[config.mk]
export PLATFORM = sky130hd
export DESIGN_NAME = vcxo_pi_discipliner
export DESIGN_NICKNAME = d
export VERILOG_FILES = /design/src/rtl/vcxo_pi_discipliner.sv
export SDC_FILE = /design/constraint.sdc
export NUM_CORES = 1
export LEC_CHECK = 0
export ABC_AREA = 0
export BUFFER_PORTS_ARGS = -buffer_cell sky130_fd_sc_hd__buf_2
export CORE_MARGIN = 3
export CORE_UTILIZATION = 63
export DETAILED_ROUTE_END_ITERATION = 8
export PLACE_DENSITY = 0.78
export SYNTH_ARGS = -nofsm -noshare
export SYNTH_HDL_FRONTEND = slang
export SYNTH_SLANG_ARGS = --single-unit
[constraint.sdc]
create_clock -name clk_in -period 10.1 [get_ports clk_in]
set_input_delay 1.01 -clock clk_in [delete_from_list [all_inputs] [get_ports clk_in]]
set_output_delay 1.01 -clock clk_in [all_outputs]
set_load 0.01 [all_outputs]
[src/rtl/vcxo_pi_discipliner.sv]
// rtl/vcxo_pi_discipliner.sv - VCXO frequency discipliner: gated Gray-count measurement, PI loop, PWM pump.
module vcxo_pi_discipliner #(
    parameter int CNT_W        = 32,
    parameter int GATE_CYCLES  = 49152,
    parameter int TARGET_COUNT = 122880,
    parameter int PWM_W        = 16,
    parameter int PWM_INIT     = 30000,
    parameter int KP_SHIFT     = 3,
    parameter int KI_SHIFT     = 6,
    parameter int LOCK_TOL     = 2,
    parameter int LOCK_COUNT   = 8
) (
    input  logic               clk_in,
    input  logic               reset_in,
    input  logic               enable_in,
    input  logic [CNT_W-1:0]   vcxo_gray_in,
    input  logic [7:0]         correction_in,
    output logic [23:0]        freq_error,
    output logic [PWM_W-1:0]   pwm_duty,
    output logic               pump,
    output logic               meas_valid,
    output logic               locked
);

    localparam int EW = ((CNT_W > 24) ? CNT_W : 24) + 2;
    localparam int DW = ((PWM_W > 25) ? PWM_W : 25) + 3;
    localparam int GW = $clog2(GATE_CYCLES + 1);
    localparam int LW = $clog2(LOCK_COUNT + 1);

    localparam logic signed [EW-1:0] ERR_MAX = {{(EW-24){1'b0}}, 24'h7FFFFF};
    localparam logic signed [EW-1:0] ERR_MIN = {{(EW-24){1'b1}}, 24'h800000};
    localparam logic signed [EW-1:0] TARGET  = EW'(TARGET_COUNT);
    localparam logic signed [DW-1:0] DUTY_MAX = {{(DW-PWM_W){1'b0}}, {PWM_W{1'b1}}};

    typedef enum logic [1:0] {IDLE, GATE, CALC, UPDATE} state_t;

    state_t             state, state_next;
    logic [GW-1:0]      gate_cnt;
    logic [CNT_W-1:0]   vcxo_bin, start_cnt, end_cnt;
    logic [PWM_W-1:0]   integ, pwm_cnt;
    logic [LW-1:0]      lock_cnt;
    logic               gate_last;
    logic               sample_start, sample_end, do_calc, do_update;

    always_comb begin
        vcxo_bin[CNT_W-1] = vcxo_gray_in[CNT_W-1];
        for (int i = CNT_W - 2; i >= 0; i--)
            vcxo_bin[i] = vcxo_bin[i+1] ^ vcxo_gray_in[i];
    end

    assign gate_last = (gate_cnt == GW'(GATE_CYCLES - 1));

    always_ff @(posedge clk_in) begin
        if (reset_in)
            state <= IDLE;
        else
            state <= state_next;
    end

    always_comb begin
        state_next = state;
        if (!enable_in) begin
            state_next = IDLE;
        end else begin
            case (state)
                IDLE:    state_next = GATE;
                GATE:    state_next = gate_last ? CALC : GATE;
                CALC:    state_next = UPDATE;
                UPDATE:  state_next = IDLE;
                default: state_next = IDLE;
            endcase
        end
    end

    always_comb begin
        sample_start = 1'b0;
        sample_end   = 1'b0;
        do_calc      = 1'b0;
        do_update    = 1'b0;
        if (enable_in) begin
            case (state)
                IDLE:    sample_start = 1'b1;
                GATE:    sample_end   = gate_last;
                CALC:    do_calc      = 1'b1;
                UPDATE:  do_update    = 1'b1;
                default: sample_start = 1'b0;
            endcase
        end
    end

    // Measurement error; modular subtraction handles count wrap inside the gate.
    logic [CNT_W-1:0]        delta;
    logic signed [EW-1:0]    delta_ext, corr_ext, err_wide;
    logic [23:0]             err_sat;

    always_comb begin
        delta     = end_cnt - start_cnt;
        delta_ext = {{(EW-CNT_W){1'b0}}, delta};
        corr_ext  = {{(EW-8){correction_in[7]}}, correction_in};
        err_wide  = delta_ext - TARGET + corr_ext;
        if (err_wide > ERR_MAX)
            err_sat = 24'h7FFFFF;
        else if (err_wide < ERR_MIN)
            err_sat = 24'h800000;
        else
            err_sat = err_wide[23:0];
    end

    // PI update works on the registered error so it lines up with meas_valid.
    logic signed [23:0]    err_s, ishift, istep;
    logic [23:0]           abs_err, pmag;
    logic signed [DW-1:0]  integ_wide, duty_wide, integ_ext, pstep_ext;
    logic [PWM_W-1:0]      integ_next, duty_next;

    always_comb begin
        err_s   = $signed(freq_error);
        ishift  = err_s >>> KI_SHIFT;
        if (ishift == 24'sd0 && err_s != 24'sd0)
            istep = err_s[23] ? -24'sd1 : 24'sd1;
        else
            istep = ishift;
        abs_err = err_s[23] ? 24'(-err_s) : freq_error;
        pmag    = abs_err >> KP_SHIFT;

        integ_wide = $signed({{(DW-PWM_W){1'b0}}, integ}) - $signed({{(DW-24){istep[23]}}, istep});
        if (integ_wide < 0)
            integ_next = '0;
        else if (integ_wide > DUTY_MAX)
            integ_next = '1;
        else
            integ_next = integ_wide[PWM_W-1:0];

        integ_ext = $signed({{(DW-PWM_W){1'b0}}, integ_next});
        pstep_ext = $signed({{(DW-24){1'b0}}, pmag});
        duty_wide = err_s[23] ? integ_ext + pstep_ext : integ_ext - pstep_ext;
        if (duty_wide < 0)
            duty_next = '0;
        else if (duty_wide > DUTY_MAX)
            duty_next = '1;
        else
            duty_next = duty_wide[PWM_W-1:0];
    end

    always_ff @(posedge clk_in) begin
        if (reset_in) begin
            gate_cnt   <= '0;
            start_cnt  <= '0;
            end_cnt    <= '0;
            freq_error <= '0;
            integ      <= PWM_W'(PWM_INIT);
            pwm_duty   <= PWM_W'(PWM_INIT);
            meas_valid <= 1'b0;
            lock_cnt   <= '0;
            locked     <= 1'b0;
        end else begin
            meas_valid <= do_update;
            if (sample_start) begin
                start_cnt <= vcxo_bin;
                gate_cnt  <= '0;
            end else if (state == GATE) begin
                gate_cnt  <= gate_cnt + GW'(1);
            end
            if (sample_end)
                end_cnt <= vcxo_bin;
            if (do_calc)
                freq_error <= err_sat;
            if (do_update) begin
                integ    <= integ_next;
                pwm_duty <= duty_next;
                if (abs_err <= 24'(LOCK_TOL)) begin
                    if (lock_cnt != LW'(LOCK_COUNT))
                        lock_cnt <= lock_cnt + LW'(1);
                    if (lock_cnt >= LW'(LOCK_COUNT - 1))
                        locked <= 1'b1;
                end else if (abs_err <= 24'(2 * LOCK_TOL)) begin
                    lock_cnt <= '0;
                end else begin
                    lock_cnt <= '0;
                    locked   <= 1'b0;
                end
            end
            if (!enable_in) begin
                lock_cnt <= '0;
                locked   <= 1'b0;
            end
        end
    end

    always_ff @(posedge clk_in) begin
        if (reset_in) begin
            pwm_cnt <= '0;
            pump    <= 1'b0;
        end else begin
            pwm_cnt <= pwm_cnt + PWM_W'(1);
            pump    <= (pwm_cnt < pwm_duty);
        end
    end

endmodule

==> out/results.txt, run 1 <==
TritonCTS created 17 clock buffers. For the pin with the worst max-slew slack, the measured transition is 1.30 ns. The largest total area in the synthesized netlist belongs to sky130_fd_sc_hd__dfxtp_1.

The biggest fanout along the worst timing path came out at 17. The clock reaches the later pin of the worst-skew pair after 0.44 ns. The termination of the worst setup path was pwm_duty[6]$_SDFFE_PP0P_. The async set-or-reset flop fraction in the synthesized netlist was 0%.

The shortest period the worst path allows was 8.47 ns; the register area was 0.00322 mm^2. The number of vias per cell after detailed routing is 6.15, and the worst slew margin relative to its limit is 11.3%. The critical path is of the reg2reg type. The register clock-pin slew on the reported worst setup and hold paths was 0.06 ns.

Routability-driven placement finished with a final weighted congestion of 0.955. Startpoint type of the worst setup path: a flip-flop. Global routing consumed, on the met3 layer, 4.63% of the routing resources.

The run finished with clean final reports. In this run the worst hold path is classified as reg2reg. The cell area that synthesis handed to floorplanning was 0.0141 mm^2.

Global routing consumed, on the met2 layer, 54.0% of the routing resources. The die width is 156 um. The data arrival time of the critical path was 8.74 ns. Counting stages on the worst path, the most repeated cell is sky130_fd_sc_hd__a21oi_1.

Once the floorplan was initialized, standard cells occupied 64.5% of the core. Summed over all cells, the static leakage comes to 6.36 nW. The tightest hold path in the finished design has a slack of 0.459 ns.

Static timing analysis puts the maximum clock frequency at 118 MHz. The worst hold path begins at pwm_cnt[0]$_SDFF_PP0_. The total of hold buffers inserted after clock tree synthesis was 0. The total area inside the core boundary comes to 0.0219 mm^2.

The number of remaining DRC errors was 0; the sum of overflow across all layers after global routing was 0. The area share of the leading cell type in the synthesized netlist is 22.8%, and the overall power is 3.48 mW. The ratio of final minimum period to clock period came out at 83.9%. Setup repair after global routing left no endpoint under its margin. The run gives 61800 um as the wire length of the first global-routing pass. The run gives 54 as the cell row count. Summed over all nets, the half-perimeter wirelength after detailed placement is 28400 um. The most critical setup path has its startpoint at freq_error[11]$_SDFFE_PP0P_.

Counting flops with a built-in enable in the synthesized netlist gives 0. By area the synthesized netlist is led by sky130_fd_sc_hd__dfxtp_1, sky130_fd_sc_hd__ha_1, sky130_fd_sc_hd__xnor2_1. In this run the deepest clock path goes through 2 buffers. Setup violations remaining at the end of the flow were counted as 0.

The worst slack at placement came out at 1.87 ns. The stage delay of the slowest cell on the critical path is 0.64 ns. The clock net in this run drives a total of 161 sinks.

The number of top-level pins is 86. Once the clock tree was built, the setup fixing pass inserted 0 buffers. The run gives 79 as the number of different library cells in the post-synthesis netlist.

TritonCTS built the clock tree. The final hold violation count was 0; the post-synthesis net count was 2030. After detailed routing, the average wire length per cell comes to 17.1 um. For the worst setup path, the data required time is 10.37 ns.

The initial antenna violation count came out at 0. The tool flagged a number of max-cap violations equal to 0. For the final antenna-violating net count, the log shows 0. Summing the sequential cell areas from Yosys gives 22.8% of the chip area. The finished cells cover 0.0153 mm^2.

The slowest stage of the critical path is the sky130_fd_sc_hd__a2111oi_0 cell. The worst setup path is captured at a flip-flop. Fill cells in the final layout number 1897. The number of cells in the design after placement was 2152. The startpoint identified for the worst register-to-register timing path is freq_error[11]$_SDFFE_PP0P_. The count of yosys warnings during synthesis was 0; the first-pass detailed-route iteration total was 5. The die covers 0.0242 mm^2. The logs give 0 for the post-cts sizing count and 0 ns for the total negative setup slack. Wires add up to 37400 um.

The number of cells on the worst reg-to-reg path is 31. The count of H-tree levels built during CTS is 4, and the total placed instance area is 0.0147 mm^2. In this run, the number of DRC markers left after iteration 0 of detailed routing was 989. The diode insertion count for antenna repair is 0. After layout, the worst setup slack is 1.63 ns. The logs give 2184 for the number of standard cells in the layout, taps in and fillers out and 0.0176 ns for the worst clock skew. The worst setup slack for register-to-register paths is 1.63 ns. The logs give 37.1% for the global-route track usage on met1 and 0.000188 V for the maximum VDD drop. In the final design database the tool counted 2070 nets.

The root buffer cell chosen for the clock tree is sky130_fd_sc_hd__clkbuf_16. Synthesis produced 1851 cells. Detailed routing inserted a total of 13435 vias.

The share of layout cells above drive strength 1 works out to 8.98%. Pin count of the biggest net entering global routing: 67. The tools report the terminus of the critical flop-to-flop path as pwm_duty[6]$_SDFFE_PP0P_. The area growth from synthesis to final layout is 8.09%. After synthesis, the mean cell area works out to 7.63 um^2. The number of max-slew violations in the final report was 0; the synthesized flop and latch total was 161.

In the synthesized netlist the dominant register cell turns out to be sky130_fd_sc_hd__dfxtp_1. The multi-input combinational cells in the finished layout cover a total of 0.0101 mm^2. The post-route core utilization was 69.7%; the number of buffers added on ports was 85. Power spread over the standard cell area amounts to 228 mW/mm^2. The via count of the first global-routing pass is 12807. met2 is the most crowded layer. For this run, the total global-route usage over all layers was measured as 30.4%. Measured along the y axis, the die boundary spans 156 um.
==> worst min path at each step <==
stage / endpoint / slack (ns) / depth (start not counted)
after floorplan: pwm_cnt[0]$_SDFF_PP0_ / 0.42 / 1
after global placement: pwm_cnt[0]$_SDFF_PP0_ / 0.43 / 1
after detailed placement: pwm_cnt[0]$_SDFF_PP0_ / 0.45 / 1
after CTS: pwm_cnt[0]$_SDFF_PP0_ / 0.46 / 1
after global routing: end_cnt[29]$_SDFFE_PP0P_ / 0.49 / 2
final: pwm_cnt[0]$_SDFF_PP0_ / 0.46 / 1
==> kinds of logic (layout without fill, tap and decap cells) <==
logic type | after synthesis | in the layout | share of synthesized area [%]
simple gates | 590 | 590 | 19.7
buf+inv | 211 | 264 | 5.65
mux | 18 | 18 | 1.29
fa+ha+maj | 136 | 136 | 12.3
compound gates | 546 | 546 | 25.5
xor+xnor | 189 | 189 | 12.7
flops | 161 | 161 | 22.8
==> layout by cell type, fill, tap and decap left out, types with 6 or more instances in the layout <==
cell                        instances
sky130_fd_sc_hd__nor2_1           182
sky130_fd_sc_hd__nand2_1          163
sky130_fd_sc_hd__dfxtp_1          160
sky130_fd_sc_hd__a21oi_1          144
sky130_fd_sc_hd__inv_1            133
sky130_fd_sc_hd__ha_1             131
sky130_fd_sc_hd__o21ai_0          106
sky130_fd_sc_hd__xnor2_1          106
sky130_fd_sc_hd__buf_2             85
sky130_fd_sc_hd__xor2_1            73
sky130_fd_sc_hd__nand3_1           47
sky130_fd_sc_hd__o21a_1            46
sky130_fd_sc_hd__nor3_1            44
sky130_fd_sc_hd__a21o_1            32
sky130_fd_sc_hd__nor2b_1           29
sky130_fd_sc_hd__a221oi_1          27
sky130_fd_sc_hd__o22ai_1           26
sky130_fd_sc_hd__a211oi_1          25
sky130_fd_sc_hd__nand2b_1          20
sky130_fd_sc_hd__or3_1             20
sky130_fd_sc_hd__a31oi_1           20
sky130_fd_sc_hd__and3_1            17
sky130_fd_sc_hd__mux2i_1           17
sky130_fd_sc_hd__clkbuf_16         17
sky130_fd_sc_hd__o31ai_1           14
sky130_fd_sc_hd__nor4_1            14
sky130_fd_sc_hd__nand4_1           11
sky130_fd_sc_hd__buf_4             11
sky130_fd_sc_hd__o21bai_1          10
sky130_fd_sc_hd__o211ai_1          10
sky130_fd_sc_hd__o31a_1             9
sky130_fd_sc_hd__or2_2              9
sky130_fd_sc_hd__or4_1              8
sky130_fd_sc_hd__and4_1             7
sky130_fd_sc_hd__o2111ai_1          7
sky130_fd_sc_hd__a2111oi_0          6
==> layout make-up <==
cell class                 instances  share of cell area, %
sequential                       161                   21.1
multi-input combinational       1479                   66.2
inverter                         136                   3.35
clock buffer                      20                   2.86
timing repair buffer              96                   3.33
tap                              280                   2.30
clock inverter                    12                  0.804
==> routing by layer <==
| metal | vias up | part of all wire (%) |
|---|---|---|
| li1 | 6684 | - |
| met1 | 6156 | 42 |
| met2 | 488 | 49 |
| met3 | 107 | 6.1 |
| met4 | 0 | 3.3 |
| met5 | - | 0 |
==> report_power, final <==
group / total (mW) / switching, mW / internal [mW]
logic: 2.15 / 1.21 / 0.944
clock network: 0.644 / 0.298 / 0.346
registers: 0.683 / 0.0121 / 0.671
==> synthesized netlist by cell type (all sizes together), types with 4 or more instances <==
| cell type | count |
|---|---|
| nand3b | 4 |
| a2111oi | 6 |
| nor2b | 29 |
| dfxtp | 161 |
| and3 | 17 |
| a21o | 32 |
| a21bo | 4 |
| o2111ai | 7 |
| nor2 | 183 |
| nor3 | 44 |
| o21ai | 109 |
| a211oi | 26 |
| ha | 131 |
| or4 | 8 |
| and4 | 7 |
| o21ba | 4 |
| o31a | 9 |
| inv | 133 |
| nand4 | 11 |
| o22ai | 26 |
| clkbuf | 65 |
| a31oi | 20 |
| nand3 | 47 |
| buf | 10 |
| o21a | 46 |
| o211ai | 10 |
| a211o | 5 |
| xor2 | 73 |
| o21bai | 10 |
| or3 | 20 |
| or2 | 11 |
| nor4 | 15 |
| fa | 5 |
| nand2 | 164 |
| o31ai | 16 |
| a21boi | 5 |
| mux2i | 17 |
| nand2b | 20 |
| o311ai | 4 |
| xnor2 | 115 |
| a21oi | 144 |
| a221oi | 27 |
==> flip-flops by register name, summed over array words and instances, names as in the netlist, named ones only <==
signal and flops:
pwm_cnt 16, end_cnt 32, locked 1, pwm_duty 16, start_cnt 32, lock_cnt 4, state 1, integ 16
freq_error 24, meas_valid 1, gate_cnt 16, pump 1
==> critical path: cells and delay by family (launching register included) <==
family	cells	cell delay, ns
DFF	1	0.37
buffers and inverters	3	0.21
adders and majority gates	4	1.19
and+or+nand+nor	7	1.90
AOI/OAI and AO/OA	17	4.63
No activity file was read; power rests on OpenSTA's default activity.
==> inputs of run 2 (changes only) <==
--- a/config.mk
+++ b/config.mk
@@ -8,9 +8,9 @@
 export ABC_AREA = 0
 export BUFFER_PORTS_ARGS = -buffer_cell sky130_fd_sc_hd__buf_2
 export CORE_MARGIN = 3
-export CORE_UTILIZATION = 63
+export CORE_UTILIZATION = 57
 export DETAILED_ROUTE_END_ITERATION = 8
-export PLACE_DENSITY = 0.78
+export PLACE_DENSITY = 0.74
 export SYNTH_ARGS = -nofsm -noshare
 export SYNTH_HDL_FRONTEND = slang
 export SYNTH_SLANG_ARGS = --single-unit
==> constraint.sdc (replaced) <==
create_clock -name clk_in -period 7.6 [get_ports clk_in]
set_input_delay 0.76 -clock clk_in [delete_from_list [all_inputs] [get_ports clk_in]]
set_output_delay 0.76 -clock clk_in [all_outputs]
set_load 0.01 [all_outputs]
==> run 2 against run 1 <==
Effect of this change:
- cell count rose by 3.6%
- die area up 10%
- final area increased by 2.7%
- clock skew rose by 0.0031 ns
- largest power group unchanged
- highest routed layer unchanged
- sequential cell count did not move
- worst hold slack about the same
- clock power increased by 34%
- combinational power increased by 33%
- first-iteration DRC count rose by 13%
- critical path depth down 2
- utilization shrank 4.1 points
- fmax up 19%
==> out/results.txt, run 2 (synthesis gave the netlist of run 1 again) <==
The wire length of the first global-routing pass was 63300 um (+2.4%). The tools report the number of max-capacitance violations reported as 0 (unchanged). The sequential power share was 19.6% (about the same); the number of vias per cell after detailed routing was 6.00 (-2.4%). TritonCTS built the clock tree. The sum of overflow across all layers after global routing was 0 (unchanged); the required time of the critical path was 7.93 ns (-2.44 ns). The final hold violation count came out at 0 (unchanged). The diode insertion count for antenna repair was 0 (unchanged); the number of clock sinks was 161 (unchanged). The share of layout cells above drive strength 1 is 11.2% (+2.2 points), and the worst setup slack for register-to-register paths is 0.48 ns (-1.15 ns). Compared with the post-synthesis result, the final layout area differs by 11.0%. The library cells used most frequently in the layout, excluding fill and tap cells, are sky130_fd_sc_hd__nor2_1, sky130_fd_sc_hd__nand2_1, sky130_fd_sc_hd__dfxtp_1. For the number of remaining DRC errors, the log shows 0 (unchanged). Most frequent cell on the critical path: sky130_fd_sc_hd__buf_4. In the final layout, the registers with the most flip-flops are end_cnt (32), start_cnt (32), freq_error (24). The tools report the layout net count as 2110 (+1.9%). The global-route track usage on met1 came out at 35.1% (-2.0 points). The biggest fanout along the worst timing path is 9 (-8), and the total of hold buffers inserted after clock tree synthesis is 0 (unchanged). The tools report the power spent charging and discharging nets as 2.04 mW (+34%).

Among all stages on the critical path, the largest delay is contributed by sky130_fd_sc_hd__or4_1. The pin count of the biggest net entering global routing was 67 (unchanged). For the number of max-slew violations in the final report, the log shows 0 (unchanged).

The tree is rooted in a sky130_fd_sc_hd__clkbuf_16. STA classifies the critical path endpoint as a flip-flop. The switching power share of the total was 44.0% (+0.36 points); the count of H-tree levels built during CTS was 4 (unchanged).

The worst hold slack after final layout is 0.458 ns (-0.000400 ns). The final antenna-violating net count is 0 (unchanged), and the via count of the first global-routing pass is 12973 (+1.3%). The footprint of the multi-input gates came out at 0.0101 mm^2 (+0.30%).

The critical path ends at pwm_duty[0]$_SDFFE_PP0P_. The routability congestion estimate is 0.944 (-1.1%). Number of buffers added on ports: 85 (unchanged). Busiest layer in global routing: met2. The tools report the terminus of the critical flop-to-flop path as pwm_duty[0]$_SDFFE_PP0P_.

The shortest period the worst path allows came out at 7.12 ns (-1.35 ns). The height of the die came out at 163 um (+4.9%). The run gives 140 MHz (+19%) as the highest clock rate. The total routing resource utilization after global routing is 28.9% (-1.5 points), and the clock group share of total power is 18.6% (about the same). The wire length reported by the detailed router was 39200 um (+4.6%); the cell row count was 56 (+3.7%). The maximum buffer depth of the clock tree is 2 (unchanged), and the number of DRC markers after the initial detailed-route iteration is 1117 (+13%). The die width is 163 um (+4.9%), and the depth of the worst register-to-register path is 29 (-6.5%). The relative contribution of combinational cells to total power is 61.8% (about the same).

The run gives 30200 um (+6.1%) as the final HPWL from detailed placement. The clock latency at the later pin of the worst-skew pair is 0.44 ns (about the same). The worst hold path class was reg2reg.

The run gives 13582 (+1.1%) as the total via count after detailed routing. The most critical setup path has its startpoint at freq_error[12]$_SDFFE_PP0P_. The startpoint type of the worst setup path is a flip-flop. The average wire length per cell after detail routing works out to 17.3 um (+0.99%). The starting density of the core is 59.1% (-5.4 points), and the number of cells in the design after placement is 2230 (+3.6%).

The stage delay of the slowest cell on the critical path works out to 0.58 ns (-0.06 ns). The total power divided by cell area was 296 mW/mm^2 (+30%). The critical path in this run is classified as reg2reg. The number of top-level pins was 86 (unchanged); the internal power component was 2.59 mW (+32%). The count of final setup violators was 0 (unchanged). The maximum VDD drop is 0.000212 V (+13%), and the overall die area is 0.0267 mm^2 (+10%). Leaving out fill and tap cells, the most frequent cell in the layout is sky130_fd_sc_hd__nor2_1.

Register area: 0.00322 mm^2 (unchanged). The register clock-pin slew on the reported worst setup and hold paths was 0.08 ns (+0.02 ns); the area inside the core boundary was 0.0239 mm^2 (+9.1%). The run gives 2150 (+13%) as the fill cell instance count of the final layout. The ratio of final minimum period to clock period is 93.7% (+9.9 points), and the met3 layer usage reported by global route is 3.09% (-1.5 points).

Worst slew margin relative to its limit: 33.2% (+22 points). The tools report the routing usage on met2 as 52.4% (-1.6 points). The number of clock buffers inserted by TritonCTS was 17 (unchanged); the transition time at the pin with the least slew margin was 1.00 ns (-0.297 ns). The run gives 7.46 ns (-1.28 ns) as the data arrival time of the critical path. The static leakage is 6.57 nW (+3.4%), and the number of standard cells in the layout, taps in and fillers out is 2263 (+3.6%). The worst register-to-register path begins at freq_error[12]$_SDFFE_PP0P_.

The run gives 6 (+1) as the first-pass detailed-route iteration total. The flow ran to the end, and the final reports show no timing, DRC or antenna violations. Worst clock skew: 0.0206 ns (+0.00306 ns). The tools report the initial antenna violation count as 0 (unchanged).
[run 2: worst min-delay path by stage]
stage,depth (start not counted),startpoint,to,slack [ns]
after floorplan,1,pwm_cnt[0]$_SDFF_PP0_,pwm_cnt[0]$_SDFF_PP0_,0.42
after global placement,1,pwm_cnt[0]$_SDFF_PP0_,pwm_cnt[0]$_SDFF_PP0_,0.44
after detailed placement,2,end_cnt[5]$_SDFFE_PP0P_,end_cnt[5]$_SDFFE_PP0P_,0.45
after CTS,2,end_cnt[5]$_SDFFE_PP0P_,end_cnt[5]$_SDFFE_PP0P_,0.46
after global routing,2,end_cnt[11]$_SDFFE_PP0P_,end_cnt[11]$_SDFFE_PP0P_,0.49
final,1,pwm_cnt[0]$_SDFF_PP0_,pwm_cnt[0]$_SDFF_PP0_,0.46
[run 2: what timing repair did]
action                                 4_1_cts  5_1_grt
endpoints found under the hold margin        0        0
setup buffers                                0        1
gates resized for setup                      0        6
setup endpoints to repair                    0       29
[run 2: routing by layer]
layer  wire length [um]  vias to the layer above
li1                   -                     6749
met1              16800                     6342
met2              19400                      405
met3               1770                       86
met4               1240                        0
met5                  0                        -
[run 2: critical path, delay by kind of cell, from the launching register on]
kind / cells / cell delay [ns]
AO/OA/AOI/OAI: 17 / 3.80
AND/OR/NAND/NOR: 7 / 1.79
buffers and inverters: 3 / 0.54
adder cells (fa/ha/maj): 2 / 0.53
flip-flops: 1 / 0.37
[run 2: layout make-up]
type | instances | share of cell area (%)
inverter | 136 | 3.26
sequential | 161 | 20.6
tap | 319 | 2.55
clock buffer | 18 | 2.74
clock inverter | 14 | 0.999
multi-input combinational | 1479 | 64.7
timing repair buffer | 136 | 5.16
[run 2: power groups by stage]
stage / sequential [mW] / clock (mW) / combinational, mW
3_5_place_dp: 0.927 / 0 / 2.82
6_report: 0.907 / 0.863 / 2.86
5_1_grt: 0.911 / 0.910 / 3.22
2_1_floorplan: 0.922 / 0 / 2.38
4_1_cts: 0.907 / 0.874 / 2.85
3_3_place_gp: 0.924 / 0 / 2.77
[run 2: stage by stage]
step | area [um^2] | worst slack (ns) | total power, mW | util (%) | setup TNS (ns)
final | 15700 | 0.478 | 4.63 | 65.6 | 0
after global routing | 15700 | -0.0417 | 5.04 | 65.6 | -0.392
after CTS | 15600 | 0.405 | 4.63 | 65.4 | 0
after detailed placement | 15000 | 0.428 | 3.75 | 62.9 | 0
after global placement | 15000 | 0.497 | 3.70 | 62.9 | 0
after floorplan | 14100 | 0.128 | 3.30 | - | 0
==> inputs of run 3 (changes only) <==
--- a/config.mk
+++ b/config.mk
@@ -7,9 +7,12 @@
 export LEC_CHECK = 0
 export ABC_AREA = 0
 export BUFFER_PORTS_ARGS = -buffer_cell sky130_fd_sc_hd__buf_2
+export CELL_PAD_IN_SITES_DETAIL_PLACEMENT = 1
+export CELL_PAD_IN_SITES_GLOBAL_PLACEMENT = 1
 export CORE_MARGIN = 3
-export CORE_UTILIZATION = 57
+export CORE_UTILIZATION = 42
 export DETAILED_ROUTE_END_ITERATION = 8
+export GPL_ROUTABILITY_DRIVEN = 0
 export PLACE_DENSITY = 0.74
 export SYNTH_ARGS = -nofsm -noshare
 export SYNTH_HDL_FRONTEND = slang
==> run 3 against run 2 <==
Effect of this change:
- clock skew is 0.0043 ns lower
- sequential power hardly changed
- sequential share of layout area is 0.18 points lower
- cell count is 5.2% higher
- clock power is 3.9% higher
- sequential cell count stayed put
- die area is 34% higher
- utilization is 17 points lower
- critical endpoint is now pwm_duty[3]$_SDFFE_PP0P_
==> out/results.txt, run 3 (synthesis gave the netlist of run 1 again) <==
The total non-filler cell area in the finished layout was 0.0158 mm^2 (+0.86%); the maximum VDD drop was 0.000184 V (-13%). Start-to-end type of the worst setup path: reg2reg. The internal power component came out at 2.63 mW (+1.5%). Highest clock rate: 140 MHz (about the same). The average wire length per cell after detail routing is 18.9 um (+9.2%). The final HPWL from detailed placement was 35000 um (+16%); the die width was 189 um (+16%).

The stage delay of the slowest cell on the critical path came out at 0.60 ns (+0.02 ns). The number of top-level pins came out at 86 (unchanged). The count of H-tree levels built during CTS is 4 (unchanged), and the pin count of the biggest net entering global routing is 67 (unchanged). The transition time at the pin with the least slew margin was 0.989 ns (-0.0104 ns). The number of remaining DRC errors came out at 0 (unchanged).

For the maximum buffer depth of the clock tree, the log shows 2 (unchanged). Number of buffers added on ports: 85 (unchanged). Leaving out fill and tap cells, the most frequent cell in the layout is sky130_fd_sc_hd__nor2_1. The required time of the critical path is 7.94 ns (about the same).

Number of clock buffers inserted by TritonCTS: 17 (unchanged). Number of vias per cell after detailed routing: 5.75 (-4.1%). Endpoint class of the critical path: a flip-flop. The run gives 2.13 mW (+4.4%) as the power spent charging and discharging nets. Sequential power share: 19.1% (-0.5 points). The flow ran to the end, and the final reports show no timing, DRC or antenna violations. Sum of overflow across all layers after global routing: 0 (unchanged).

TritonCTS built the clock tree. The via count of the first global-routing pass is 14016 (+8.0%), and the final antenna-violating net count is 0 (unchanged). The termination of the worst setup path was pwm_duty[3]$_SDFFE_PP0P_.

The area inside the core boundary was 0.0329 mm^2 (+38%); the wire length reported by the detailed router was 45000 um (+15%). Diode insertion count for antenna repair: 0 (unchanged). The register clock-pin slew on the reported worst setup and hold paths was 0.07 ns (about the same); the total power divided by cell area was 301 mW/mm^2 (+1.9%).

The shortest period the worst path allows is 7.12 ns (+0.000384 ns), and the switching power share of the total is 44.7% (+0.67 points). The depth of the worst register-to-register path was 30 (+3.4%); the initial antenna violation count was 0 (unchanged). The terminus of the critical flop-to-flop path is pwm_duty[3]$_SDFFE_PP0P_.

The run gives 33.9% (+0.69 points) as the worst slew margin relative to its limit. In this run the worst hold path is classified as reg2reg. The worst reg2reg path startpoint is freq_error[11]$_SDFFE_PP0P_. The total routing resource utilization after global routing came out at 24.9% (-4.0 points). The run gives 0.48 ns (about the same) as the worst setup slack for register-to-register paths. Ratio of final minimum period to clock period: 93.7% (about the same). The logs give 5 (-1) for the first-pass detailed-route iteration total and 0 (unchanged) for the count of final setup violators. The number of max-slew violations in the final report is 0 (unchanged), and the total via count after detailed routing is 13701 (+0.88%). The buffer and inverter count on the worst path was 3 (unchanged).

The biggest fanout along the worst timing path was 15 (+6); the number of DRC markers after the initial detailed-route iteration was 611 (-45%). Height of the die: 189 um (+16%). The starting density of the core came out at 42.9% (-16 points). Number of max-capacitance violations reported: 0 (unchanged).

Among cell families on the critical path, the largest total delay comes from compound AO/OA/AOI/OAI gates. STA classifies the critical path startpoint as a flip-flop. Clock group share of total power: 18.8% (+0.2 points).

Among the stages of the critical path, the cell type that occurs most often is sky130_fd_sc_hd__buf_4. The worst clock skew was 0.0163 ns (-0.00431 ns). The number of cells on the critical path came out at 30 (+3.4%). In the final layout, the registers with the most flip-flops are end_cnt (32), start_cnt (32), freq_error (24). Overall die area: 0.0358 mm^2 (+34%). The overall power was 4.76 mW (+2.8%); the static leakage was 6.55 nW (-0.28%).

The relative contribution of combinational cells to total power is 62.1% (+0.3 points). The total placed instance area is 0.0152 mm^2 (+0.84%), and the total negative setup slack is 0 ns (unchanged). The area growth from synthesis to layout is 11.9%. Cell row count: 66 (+18%).

The number of clock sinks is 161 (unchanged), and the layout net count is 2105 (-0.24%). Tracing the worst setup path back leads to its startpoint at freq_error[11]$_SDFFE_PP0P_. In the layout the commonest cells are sky130_fd_sc_hd__nor2_1, sky130_fd_sc_hd__nand2_1, sky130_fd_sc_hd__dfxtp_1. The wire length of the first global-routing pass came out at 72800 um (+15%). The data arrival time of the critical path was 7.46 ns (about the same); the final hold violation count was 0 (unchanged). The total of hold buffers inserted after clock tree synthesis was 0 (unchanged). The standard cell with the maximum stage delay on the critical path was sky130_fd_sc_hd__or4_1. In this run the clock root is driven by a sky130_fd_sc_hd__clkbuf_16. The share of layout cells above drive strength 1 was 11.1% (-0.074 points); the clock latency at the later pin of the worst-skew pair was 0.46 ns (+0.02 ns).
[run 3: cell type report]
class,instances,area (um^2)
fillers,4174,17100
multi-input cells,1479,10200
flip-flops and latches,161,3220
repair buffers,131,771
well taps,442,553
inverters,136,510
clock buffers,20,457
clock inverters,12,123
[run 3: stage by stage]
step / worst slack, ns / std cells / hold slack (ns) / util (%)
finish: 0.478 / 2381 / 0.458 / 48.1
global route: -0.0265 / 2381 / 0.497 / 48.1
CTS: 0.280 / 2381 / 0.460 / 47.9
detailed placement: 0.346 / 2349 / 0.452 / 46.1
global placement: 0.477 / 2349 / 0.434 / 46.1
floorplan: 0.128 / 1851 / 0.421 / -
[run 3: power by group through the flow]
stage	clock, mW	sequential [mW]	combinational [mW]
5_1_grt	0.947	0.912	3.30
4_1_cts	0.913	0.909	2.95
6_report	0.897	0.908	2.96
3_5_place_dp	0	0.927	2.93
2_1_floorplan	0	0.922	2.38
3_3_place_gp	0	0.924	2.85
[run 3: tightest hold or removal path, cell delays in order (launching register included)]
cell	delay, ns
sky130_fd_sc_hd__dfxtp_1	0.31
sky130_fd_sc_hd__nand2_1	0.05
sky130_fd_sc_hd__a21oi_1	0.05
[run 3: worst min path at each step]
stage	from	to	cells past startpoint
finish	end_cnt[11]$_SDFFE_PP0P_	end_cnt[11]$_SDFFE_PP0P_	2
global route	integ[9]$_SDFFE_PP0P_	integ[9]$_SDFFE_PP0P_	2
CTS	end_cnt[11]$_SDFFE_PP0P_	end_cnt[11]$_SDFFE_PP0P_	2
detailed placement	end_cnt[11]$_SDFFE_PP0P_	end_cnt[11]$_SDFFE_PP0P_	2
global placement	pwm_cnt[0]$_SDFF_PP0_	pwm_cnt[0]$_SDFF_PP0_	1
floorplan	pwm_cnt[0]$_SDFF_PP0_	pwm_cnt[0]$_SDFF_PP0_	1
[run 3: routing by layer]
layer / global-route usage [%] / up-vias / part of all wire [%]
li1: - / 6742 / -
met1: 30.0 / 6627 / 44
met2: 45.7 / 266 / 51
met3: 3.26 / 66 / 2.8
met4: 7.90 / 0 / 2.7
met5: 0 / - / 0
[run 3: repair_timing]
action                                  4_1_cts  5_1_grt
endpoints found under the setup margin        0       39
buffers inserted                              0        0
gates resized for setup                       0        9
